[src/rtl/datapath_pkg.sv]
// Shared encodings for the single-bus datapath: bus sources, ALU operations,
// mul/div engine states and branch-condition codes.
package datapath_pkg;

    typedef enum logic [3:0] {
        SRC_RSEL  = 4'd0,
        SRC_HI    = 4'd1,
        SRC_LO    = 4'd2,
        SRC_ZHI   = 4'd3,
        SRC_ZLO   = 4'd4,
        SRC_PC    = 4'd5,
        SRC_MDR   = 4'd6,
        SRC_IN    = 4'd7,
        SRC_CSIGN = 4'd8,
        SRC_Y     = 4'd9,
        SRC_MAR   = 4'd10
    } bus_src_e;

    typedef enum logic [3:0] {
        ALU_AND  = 4'd0,
        ALU_OR   = 4'd1,
        ALU_ADD  = 4'd2,
        ALU_SUB  = 4'd3,
        ALU_SHR  = 4'd4,
        ALU_SHRA = 4'd5,
        ALU_SHL  = 4'd6,
        ALU_ROR  = 4'd7,
        ALU_ROL  = 4'd8,
        ALU_NEG  = 4'd9,
        ALU_NOT  = 4'd10
    } alu_op_e;

    typedef enum logic [1:0] {
        MD_IDLE = 2'd0,
        MD_RUN  = 2'd1,
        MD_FIX  = 2'd2
    } md_state_e;

    typedef enum logic [1:0] {
        COND_ZERO    = 2'd0,
        COND_NONZERO = 2'd1,
        COND_POS     = 2'd2,
        COND_NEG     = 2'd3
    } cond_e;

    // Position of the two-bit branch condition field inside IR.
    localparam int unsigned COND_LSB = 19;

endpackage

[src/rtl/muldiv_iter.sv]
// Iterative signed multiply/divide engine. Works on operand magnitudes for
// WIDTH cycles, then applies signs in a final FIX cycle while the caller
// writes the {hi,lo} result.
module muldiv_iter
    import datapath_pkg::*;
#(
    parameter int unsigned WIDTH = 32
) (
    input  logic             clk,
    input  logic             reset,
    input  logic             start,
    input  logic             div,
    input  logic [WIDTH-1:0] a,
    input  logic [WIDTH-1:0] b,
    output logic             busy,
    output logic             done,
    output logic             res_we,
    output logic [WIDTH-1:0] res_hi,
    output logic [WIDTH-1:0] res_lo
);

    localparam int unsigned CW = $clog2(WIDTH);

    md_state_e        state;
    logic             op_div;
    logic             div0;
    logic             a_neg;
    logic             b_neg;
    logic [WIDTH-1:0] a_keep;
    logic [WIDTH-1:0] mb;
    logic [WIDTH-1:0] acc_hi;
    logic [WIDTH-1:0] acc_lo;
    logic [CW-1:0]    cnt;

    logic [WIDTH:0]     mul_sum;
    logic [WIDTH:0]     div_shift;
    logic [WIDTH:0]     div_trial;
    logic [2*WIDTH-1:0] prod;
    logic [2*WIDTH-1:0] prod_signed;

    function automatic logic [WIDTH-1:0] mag(input logic [WIDTH-1:0] x);
        return x[WIDTH-1] ? -x : x;
    endfunction

    // One shift-add (multiply) or shift-subtract (restoring divide) step.
    always_comb begin
        mul_sum   = {1'b0, acc_hi} + (acc_lo[0] ? {1'b0, mb} : '0);
        div_shift = {acc_hi, acc_lo[WIDTH-1]};
        div_trial = div_shift - {1'b0, mb};
    end

    // Handshake FSM with operand latch and iteration datapath.
    always_ff @(posedge clk) begin
        if (reset) begin
            state  <= MD_IDLE;
            busy   <= 1'b0;
            done   <= 1'b0;
            op_div <= 1'b0;
            div0   <= 1'b0;
            a_neg  <= 1'b0;
            b_neg  <= 1'b0;
            a_keep <= '0;
            mb     <= '0;
            acc_hi <= '0;
            acc_lo <= '0;
            cnt    <= '0;
        end else begin
            done <= 1'b0;
            case (state)
                MD_IDLE: begin
                    if (start) begin
                        op_div <= div;
                        a_keep <= a;
                        a_neg  <= a[WIDTH-1];
                        b_neg  <= b[WIDTH-1];
                        mb     <= mag(b);
                        acc_hi <= '0;
                        acc_lo <= mag(a);
                        cnt    <= '0;
                        busy   <= 1'b1;
                        div0   <= div && (b == '0);
                        state  <= (div && (b == '0)) ? MD_FIX : MD_RUN;
                    end
                end
                MD_RUN: begin
                    if (op_div) begin
                        if (!div_trial[WIDTH]) begin
                            acc_hi <= div_trial[WIDTH-1:0];
                            acc_lo <= {acc_lo[WIDTH-2:0], 1'b1};
                        end else begin
                            acc_hi <= div_shift[WIDTH-1:0];
                            acc_lo <= {acc_lo[WIDTH-2:0], 1'b0};
                        end
                    end else begin
                        acc_hi <= mul_sum[WIDTH:1];
                        acc_lo <= {mul_sum[0], acc_lo[WIDTH-1:1]};
                    end
                    if (cnt == CW'(WIDTH - 1)) begin
                        state <= MD_FIX;
                    end else begin
                        cnt <= cnt + CW'(1);
                    end
                end
                MD_FIX: begin
                    state <= MD_IDLE;
                    busy  <= 1'b0;
                    done  <= 1'b1;
                end
                default: begin
                    state <= MD_IDLE;
                    busy  <= 1'b0;
                end
            endcase
        end
    end

    // Sign correction of the magnitude result, presented during FIX.
    always_comb begin
        res_we      = (state == MD_FIX);
        prod        = {acc_hi, acc_lo};
        prod_signed = (a_neg ^ b_neg) ? -prod : prod;
        if (div0) begin
            res_lo = '1;
            res_hi = a_keep;
        end else if (op_div) begin
            res_lo = (a_neg ^ b_neg) ? -acc_lo : acc_lo;
            res_hi = a_neg ? -acc_hi : acc_hi;
        end else begin
            res_lo = prod_signed[WIDTH-1:0];
            res_hi = prod_signed[2*WIDTH-1:WIDTH];
        end
    end

endmodule

[src/rtl/bus_datapath_p.sv]
// Single-bus CPU datapath: register file, special registers, ALU and the
// iterative mul/div engine, all exchanging data over one shared bus.
module bus_datapath_p
    import datapath_pkg::*;
#(
    parameter int unsigned WIDTH = 32,
    parameter int unsigned NREGS = 16
) (
    input  logic                     clk,
    input  logic                     reset,
    input  logic [3:0]               bus_src,
    input  logic [$clog2(NREGS)-1:0] rsel_out,
    input  logic                     reg_we,
    input  logic [$clog2(NREGS)-1:0] rsel_in,
    input  logic                     ba_out,
    input  logic                     y_in,
    input  logic                     z_in,
    input  logic                     hi_in,
    input  logic                     lo_in,
    input  logic                     pc_in,
    input  logic                     ir_in,
    input  logic                     mar_in,
    input  logic                     mdr_in,
    input  logic                     con_in,
    input  logic                     out_in,
    input  logic                     inc_pc,
    input  logic                     read,
    input  logic [3:0]               alu_op,
    input  logic                     md_start,
    input  logic                     md_div,
    output logic                     md_busy,
    output logic                     md_done,
    input  logic [WIDTH-1:0]         mem_rdata,
    input  logic [WIDTH-1:0]         in_data,
    input  logic [WIDTH-1:0]         csign,
    output logic [WIDTH-1:0]         bus,
    output logic [WIDTH-1:0]         mar,
    output logic [WIDTH-1:0]         mdr,
    output logic [WIDTH-1:0]         ir,
    output logic [WIDTH-1:0]         out_data
);

    localparam int unsigned SHW = $clog2(WIDTH);

    logic [WIDTH-1:0] regs [NREGS];
    logic [WIDTH-1:0] y_reg;
    logic [WIDTH-1:0] z_hi;
    logic [WIDTH-1:0] z_lo;
    logic [WIDTH-1:0] hi_reg;
    logic [WIDTH-1:0] lo_reg;
    logic [WIDTH-1:0] pc_reg;
    logic [WIDTH-1:0] in_reg;
    logic             con;

    logic [WIDTH-1:0]   alu_lo;
    logic [WIDTH-1:0]   alu_hi;
    logic [SHW-1:0]     shamt;
    logic [SHW-1:0]     rot_amt;
    logic [2*WIDTH-1:0] rot_src;
    logic [1:0]         cond_bits;
    logic               cond_true;

    logic             md_we;
    logic [WIDTH-1:0] md_hi;
    logic [WIDTH-1:0] md_lo;

    muldiv_iter #(
        .WIDTH (WIDTH)
    ) u_muldiv (
        .clk    (clk),
        .reset  (reset),
        .start  (md_start),
        .div    (md_div),
        .a      (y_reg),
        .b      (bus),
        .busy   (md_busy),
        .done   (md_done),
        .res_we (md_we),
        .res_hi (md_hi),
        .res_lo (md_lo)
    );

    // Bus driver selection; R0 reads as zero when ba_out is set.
    always_comb begin
        bus = '0;
        case (bus_src_e'(bus_src))
            SRC_RSEL:  bus = (ba_out && (rsel_out == '0)) ? '0 : regs[rsel_out];
            SRC_HI:    bus = hi_reg;
            SRC_LO:    bus = lo_reg;
            SRC_ZHI:   bus = z_hi;
            SRC_ZLO:   bus = z_lo;
            SRC_PC:    bus = pc_reg;
            SRC_MDR:   bus = read ? mem_rdata : mdr;
            SRC_IN:    bus = in_reg;
            SRC_CSIGN: bus = csign;
            SRC_Y:     bus = y_reg;
            SRC_MAR:   bus = mar;
            default:   bus = '0;
        endcase
    end

    // Rotate distance reduced modulo WIDTH for non-power-of-two widths.
    always_comb begin
        shamt   = bus[SHW-1:0];
        rot_amt = shamt;
        if (32'(shamt) >= WIDTH) begin
            rot_amt = shamt - SHW'(WIDTH);
        end
        rot_src = {y_reg, y_reg};
    end

    // Single-cycle ALU: A is Y, B is the bus.
    always_comb begin
        alu_lo = '0;
        alu_hi = '0;
        case (alu_op_e'(alu_op))
            ALU_AND:  alu_lo = y_reg & bus;
            ALU_OR:   alu_lo = y_reg | bus;
            ALU_ADD:  alu_lo = y_reg + bus;
            ALU_SUB:  alu_lo = y_reg - bus;
            ALU_SHR:  alu_lo = y_reg >> shamt;
            ALU_SHRA: alu_lo = $signed(y_reg) >>> shamt;
            ALU_SHL:  alu_lo = y_reg << shamt;
            ALU_ROR:  alu_lo = WIDTH'(rot_src >> rot_amt);
            // Rotate left by s equals the low half of {Y,Y} shifted right by WIDTH-s.
            ALU_ROL:  alu_lo = WIDTH'(rot_src >> (WIDTH - 32'(rot_amt)));
            ALU_NEG: begin
                alu_lo = -bus;
                alu_hi = {WIDTH{alu_lo[WIDTH-1]}};
            end
            ALU_NOT:  alu_lo = ~bus;
            default: begin
                alu_lo = '0;
                alu_hi = '0;
            end
        endcase
    end

    // Narrow datapaths have no condition field in IR and always test for zero.
    if (WIDTH > COND_LSB + 1) begin : g_cond_field
        assign cond_bits = ir[COND_LSB+1:COND_LSB];
    end else begin : g_cond_none
        assign cond_bits = 2'b00;
    end

    // Branch condition evaluated on the current bus value.
    always_comb begin
        cond_true = 1'b0;
        case (cond_e'(cond_bits))
            COND_ZERO:    cond_true = (bus == '0);
            COND_NONZERO: cond_true = (bus != '0);
            COND_POS:     cond_true = !bus[WIDTH-1] && (bus != '0);
            COND_NEG:     cond_true = bus[WIDTH-1];
            default:      cond_true = 1'b0;
        endcase
    end

    // General register file written from the bus.
    always_ff @(posedge clk) begin
        if (reset) begin
            for (int unsigned i = 0; i < NREGS; i++) begin
                regs[i] <= '0;
            end
        end else if (reg_we) begin
            regs[rsel_in] <= bus;
        end
    end

    // Z pair: the mul/div completion write takes priority over z_in.
    always_ff @(posedge clk) begin
        if (reset) begin
            z_hi <= '0;
            z_lo <= '0;
        end else if (md_we) begin
            z_hi <= md_hi;
            z_lo <= md_lo;
        end else if (z_in) begin
            z_hi <= alu_hi;
            z_lo <= alu_lo;
        end
    end

    // Data registers loaded from the bus or memory, plus the IN sampler.
    always_ff @(posedge clk) begin
        if (reset) begin
            y_reg    <= '0;
            hi_reg   <= '0;
            lo_reg   <= '0;
            ir       <= '0;
            mdr      <= '0;
            out_data <= '0;
            in_reg   <= '0;
        end else begin
            in_reg <= in_data;
            if (y_in)   y_reg    <= bus;
            if (hi_in)  hi_reg   <= bus;
            if (lo_in)  lo_reg   <= bus;
            if (ir_in)  ir       <= bus;
            if (out_in) out_data <= bus;
            if (mdr_in) mdr      <= read ? mem_rdata : bus;
        end
    end

    // Program counter, memory address and branch condition flag.
    always_ff @(posedge clk) begin
        if (reset) begin
            pc_reg <= '0;
            mar    <= '0;
            con    <= 1'b0;
        end else begin
            if (pc_in) begin
                if (inc_pc) begin
                    pc_reg <= pc_reg + WIDTH'(1) + (con ? csign : '0);
                end else begin
                    pc_reg <= bus;
                end
            end
            if (mar_in) begin
                mar <= inc_pc ? pc_reg : bus;
            end
            if (con_in) begin
                con <= cond_true;
            end
        end
    end

endmodule

[config.mk]
export PLATFORM = sky130hd
export DESIGN_NAME = bus_datapath_p
export DESIGN_NICKNAME = d
export VERILOG_FILES = /design/src/rtl/datapath_pkg.sv /design/src/rtl/muldiv_iter.sv /design/src/rtl/bus_datapath_p.sv
export SDC_FILE = /design/constraint.sdc
export NUM_CORES = 2
export LEC_CHECK = 0
export CAP_MARGIN = 10
export CORE_MARGIN = 2
export CORE_UTILIZATION = 50
export CTS_BUF_LIST = sky130_fd_sc_hd__clkbuf_16
export DETAILED_ROUTE_END_ITERATION = 16
export PLACE_DENSITY = 0.76
export SLEW_MARGIN = 20
export SYNTH_ARGS = -nofsm -noshare
export SYNTH_HDL_FRONTEND = slang
export SYNTH_SLANG_ARGS = --single-unit
export TNS_END_PERCENT = 100
[constraint.sdc]
create_clock -name clk -period 10.4 [get_ports clk]
set_input_delay 2.6 -clock clk [delete_from_list [all_inputs] [get_ports clk]]
set_output_delay 2.6 -clock clk [all_outputs]
set_load 0.005 [all_outputs]
==> reports/summary.md <==
The tools report the maximum number of pins on one net before global-route repair as 165. The die outline height is 360 µm. For this run, the detailed router's first-pass iteration total came to 10. In this run the number of H-tree levels came out at 3. The logs give 63,300 µm² for the synthesized cell area and 9.36% for the worst relative slew slack.

The first routing iteration left 11,300 violations. regs holds more flip-flops than any other register. The number of gates resized after CTS was 0. OpenSTA, run right after detailed placement, puts the worst setup slack at 680 ps.

The worst setup path is launched from a primary input. The tools report the buffer type at the clock tree root as sky130_fd_sc_hd__clkbuf_16. Setup repair after global routing left no endpoint under its margin. The clock arrives with 83.5 ps of skew.

The dominant synthesized flop cell was sky130_fd_sc_hd__edfxtp_1. The type of destination of the critical path was a primary output. Internal power comes to 7.52 mW. Number of standard cells after synthesis: 7,200.

Across the whole layout, storage elements account for 25,300 µm². The total I/O pin count came out at 292. Most common cell after layout, fill and taps aside: sky130_fd_sc_hd__nor2_1. After detailed routing, the average wire length per cell comes to 36.5 µm.

In this run, post-CTS hold repair placed 0 buffers. Overall power consumption after layout is estimated at 11.7 mW. The final cycle utilization of the critical path works out to 90.0%. The register with the most flip-flops in the layout has 512 of them. The run gives 27.2 nW as the static leakage.

Net switching is 35.7% of the power. The endpoint identified for the worst register-to-register timing path is z_lo[29]$_SDFFE_PP0P_. A synthesized cell averages 8.79 µm². In this run the critical register-to-register path is launched from mdr[0]$_SDFFE_PP0P_. The measured slew at the worst slew-check pin works out to 1350 ps. After detailed routing, the number of remaining DRC violations is 0. The data arrival time of the critical path was 6760 ps.

Based on the critical path, the design can be clocked at up to 107 MHz. Compared with the post-synthesis result, the final layout area differs by 13.2%. Leaving out fill and tap cells, the most frequent cells in the layout are sky130_fd_sc_hd__nor2_1, sky130_fd_sc_hd__nand2_1, sky130_fd_sc_hd__edfxtp_1.

The floorplan has 130 rows. After detailed routing, the number of vias per cell comes to 7.11. After clock tree synthesis, the clock-pin slew on the worst setup and hold paths is 50 ps. VDD sags by at most 0.000212 V.

The total vias in the final route was 63,700. The tools report the effective utilization at floorplan as 50.4%. The routed wire length was 327 mm. The fill cell instance count of the final layout is 10,900, and the detailed placer's ending HPWL is 233 mm. The max-slew violation count came out at 0. The Yosys step of the flow raised 0 warnings. Die outline width: 360 µm.

The logs give 452 mm for the first-pass GRT wire length and 107 for the total CTS buffers. The tools report the number of hold violations in the final report as 0. The number of global-route vias before repair was 58,100.

Counting every net in the synthesized netlist gives 7,470. The path class of the tightest hold or removal check is reg -> reg. Once detail routing completed, the nets flagged for antenna violations numbered 0. For this run, the total global-route usage over all layers was measured as 48.8%.

The cell area after placement came out at 68,000 µm². Summing all multi-input logic gate instances after layout gives 35,100 µm². At the end of routability-driven placement, the weighted congestion stood at 1.10. The critical path data required time was 7800 ps; the ratio of total power to cell area was 163 nW/µm².

After synthesis, the netlist uses 99 different library cells. The tools report the clock sink total as 1,005. Cells with a size suffix above 1 make up 9.95% of the layout. The buffer depth of the longest clock path was 3. Combinational cells account for 27.7% of the total power. The cell count after placement is 8,758, and the count of max-cap constraint violations is 0. Along the worst path, the maximum fanout reaches 29. The switching power was 4.17 mW. The logs give 451 ps for the worst slack on hold paths and 126,000 µm² for the total core area. Sequential elements use 39.9% of the synthesized area. The number of instances on the worst hold path is 2. Input and output buffers added on the ports amount to 291. After layout, the minimum clock period comes to 9360 ps. After clock tree synthesis, the setup repair step added 0 buffers. The die covers 129,000 µm².

The clock share of power is 33.4%. The initial antenna violation count came out at 33. The total overflow reported by the global router was 0; the depth of the worst register-to-register path was 25.

The worst setup path category was in -> out. The tools report the reg2reg setup slack as 3170 ps. The tools report the final worst slack as 1040 ps.

Setup violations remaining at the end of the flow were counted as 0. For this run, the post-layout net count is 7,488. Async set or reset register ratio after synthesis: 0%. The tools report the end point of the worst hold path as u_muldiv.mb[11]$_SDFFE_PP0P_.

For the final core area utilization, the log shows 57.0%. After routing the design area is 71,600 µm². In this run, synthesis inferred 512 flip-flops with an integrated enable. The flow ran to the end, and the final reports show no timing, DRC or antenna violations. For the proportion of power drawn by flip-flops and latches, the log shows 38.9%.

TritonCTS built the clock tree. The synthesized design contains 1,005 register bits. The run gives 0 ps as the total negative slack. In this run the most critical hold path is launched from u_muldiv.mb[11]$_SDFFE_PP0P_. The clock reaches the later pin of the worst-skew pair after 810 ps.

The finished layout holds 8,965 standard cells, fillers aside.
worst max path at each step:
stage / slack (ps) / startpoint / end
after floorplan: 1350 / bus_src[3] / z_lo[29]$_SDFFE_PP0P_
final: 1040 / bus_src[2] / bus[8]
after detailed placement: 680 / bus_src[1] / z_lo[29]$_SDFFE_PP0P_
after global placement: 580 / bus_src[1] / z_lo[29]$_SDFFE_PP0P_
after CTS: 1270 / read / bus[24]
after global routing: 840 / bus_src[1] / z_lo[29]$_SDFFE_PP0P_
critical path, stage by stage:
cell	delay (ps)
sky130_fd_sc_hd__buf_2	320
sky130_fd_sc_hd__nor4_2	980
sky130_fd_sc_hd__nand3_1	560
sky130_fd_sc_hd__nor2_1	550
sky130_fd_sc_hd__nor4_2	80
sky130_fd_sc_hd__buf_4	350
sky130_fd_sc_hd__inv_1	650
sky130_fd_sc_hd__clkdlybuf4s50_1	640
layout make-up:
class                   instances  share of cell area [%]
clock buffers                 107                    3.74
repair buffers                580                    7.15
well taps                    1650                    2.88
inverters                     147                   0.776
multi-input cells            5377                    49.0
diodes                          7                  0.0245
flip-flops and latches       1005                    35.3
clock inverters                92                    1.19
cells by family after synthesis:
| kind of cell | Yosys count | synth area share (%) |
|---|---|---|
| buffers and inverters | 818 | 5.27 |
| and+or+nand+nor | 2512 | 17.7 |
| muxes | 543 | 10.8 |
| DFF | 1005 | 39.9 |
| xor gates and xnor gates | 261 | 3.63 |
| adders and majority gates | 140 | 2.82 |
| AOI/OAI and AO/OA | 1921 | 19.9 |
Yosys cell counts (88+ instances only):
cell type / n / area (µm²)
sky130_fd_sc_hd__inv_1: 138 / 518
sky130_fd_sc_hd__o21ai_0: 411 / 2060
sky130_fd_sc_hd__a22oi_1: 90 / 676
sky130_fd_sc_hd__clkbuf_1: 471 / 1770
sky130_fd_sc_hd__nand2_1: 597 / 2240
sky130_fd_sc_hd__a211oi_1: 302 / 2270
sky130_fd_sc_hd__a21oi_1: 451 / 2260
sky130_fd_sc_hd__xnor2_1: 183 / 1600
sky130_fd_sc_hd__mux2i_1: 386 / 3860
sky130_fd_sc_hd__mux4_2: 105 / 2360
sky130_fd_sc_hd__nor2_1: 1203 / 4520
sky130_fd_sc_hd__edfxtp_1: 512 / 15400
sky130_fd_sc_hd__dfxtp_1: 493 / 9870
sky130_fd_sc_hd__a21o_1: 98 / 736
sky130_fd_sc_hd__nor3_1: 103 / 515
sky130_fd_sc_hd__buf_1: 88 / 330
sky130_fd_sc_hd__ha_1: 136 / 1700
sky130_fd_sc_hd__nand3_1: 121 / 606
power groups by stage:
stage	registers, mW	logic (mW)	clock network (mW)
global route	4.55	3.32	4.04
detailed placement	4.62	3.04	0
floorplan	4.52	1.81	0
global placement	4.61	3.05	0
CTS	4.54	3.06	3.89
finish	4.55	3.24	3.90
routing by layer:
layer | GRT usage (%) | vias up | wire length, µm
li1 | - | 26200 | -
met1 | 65.1 | 30900 | 123000
met2 | 67.4 | 5454 | 130000
met3 | 18.6 | 1125 | 51300
met4 | 27.7 | 26 | 23300
met5 | 0 | - | 211
No activity file was read; power rests on OpenSTA's default activity.
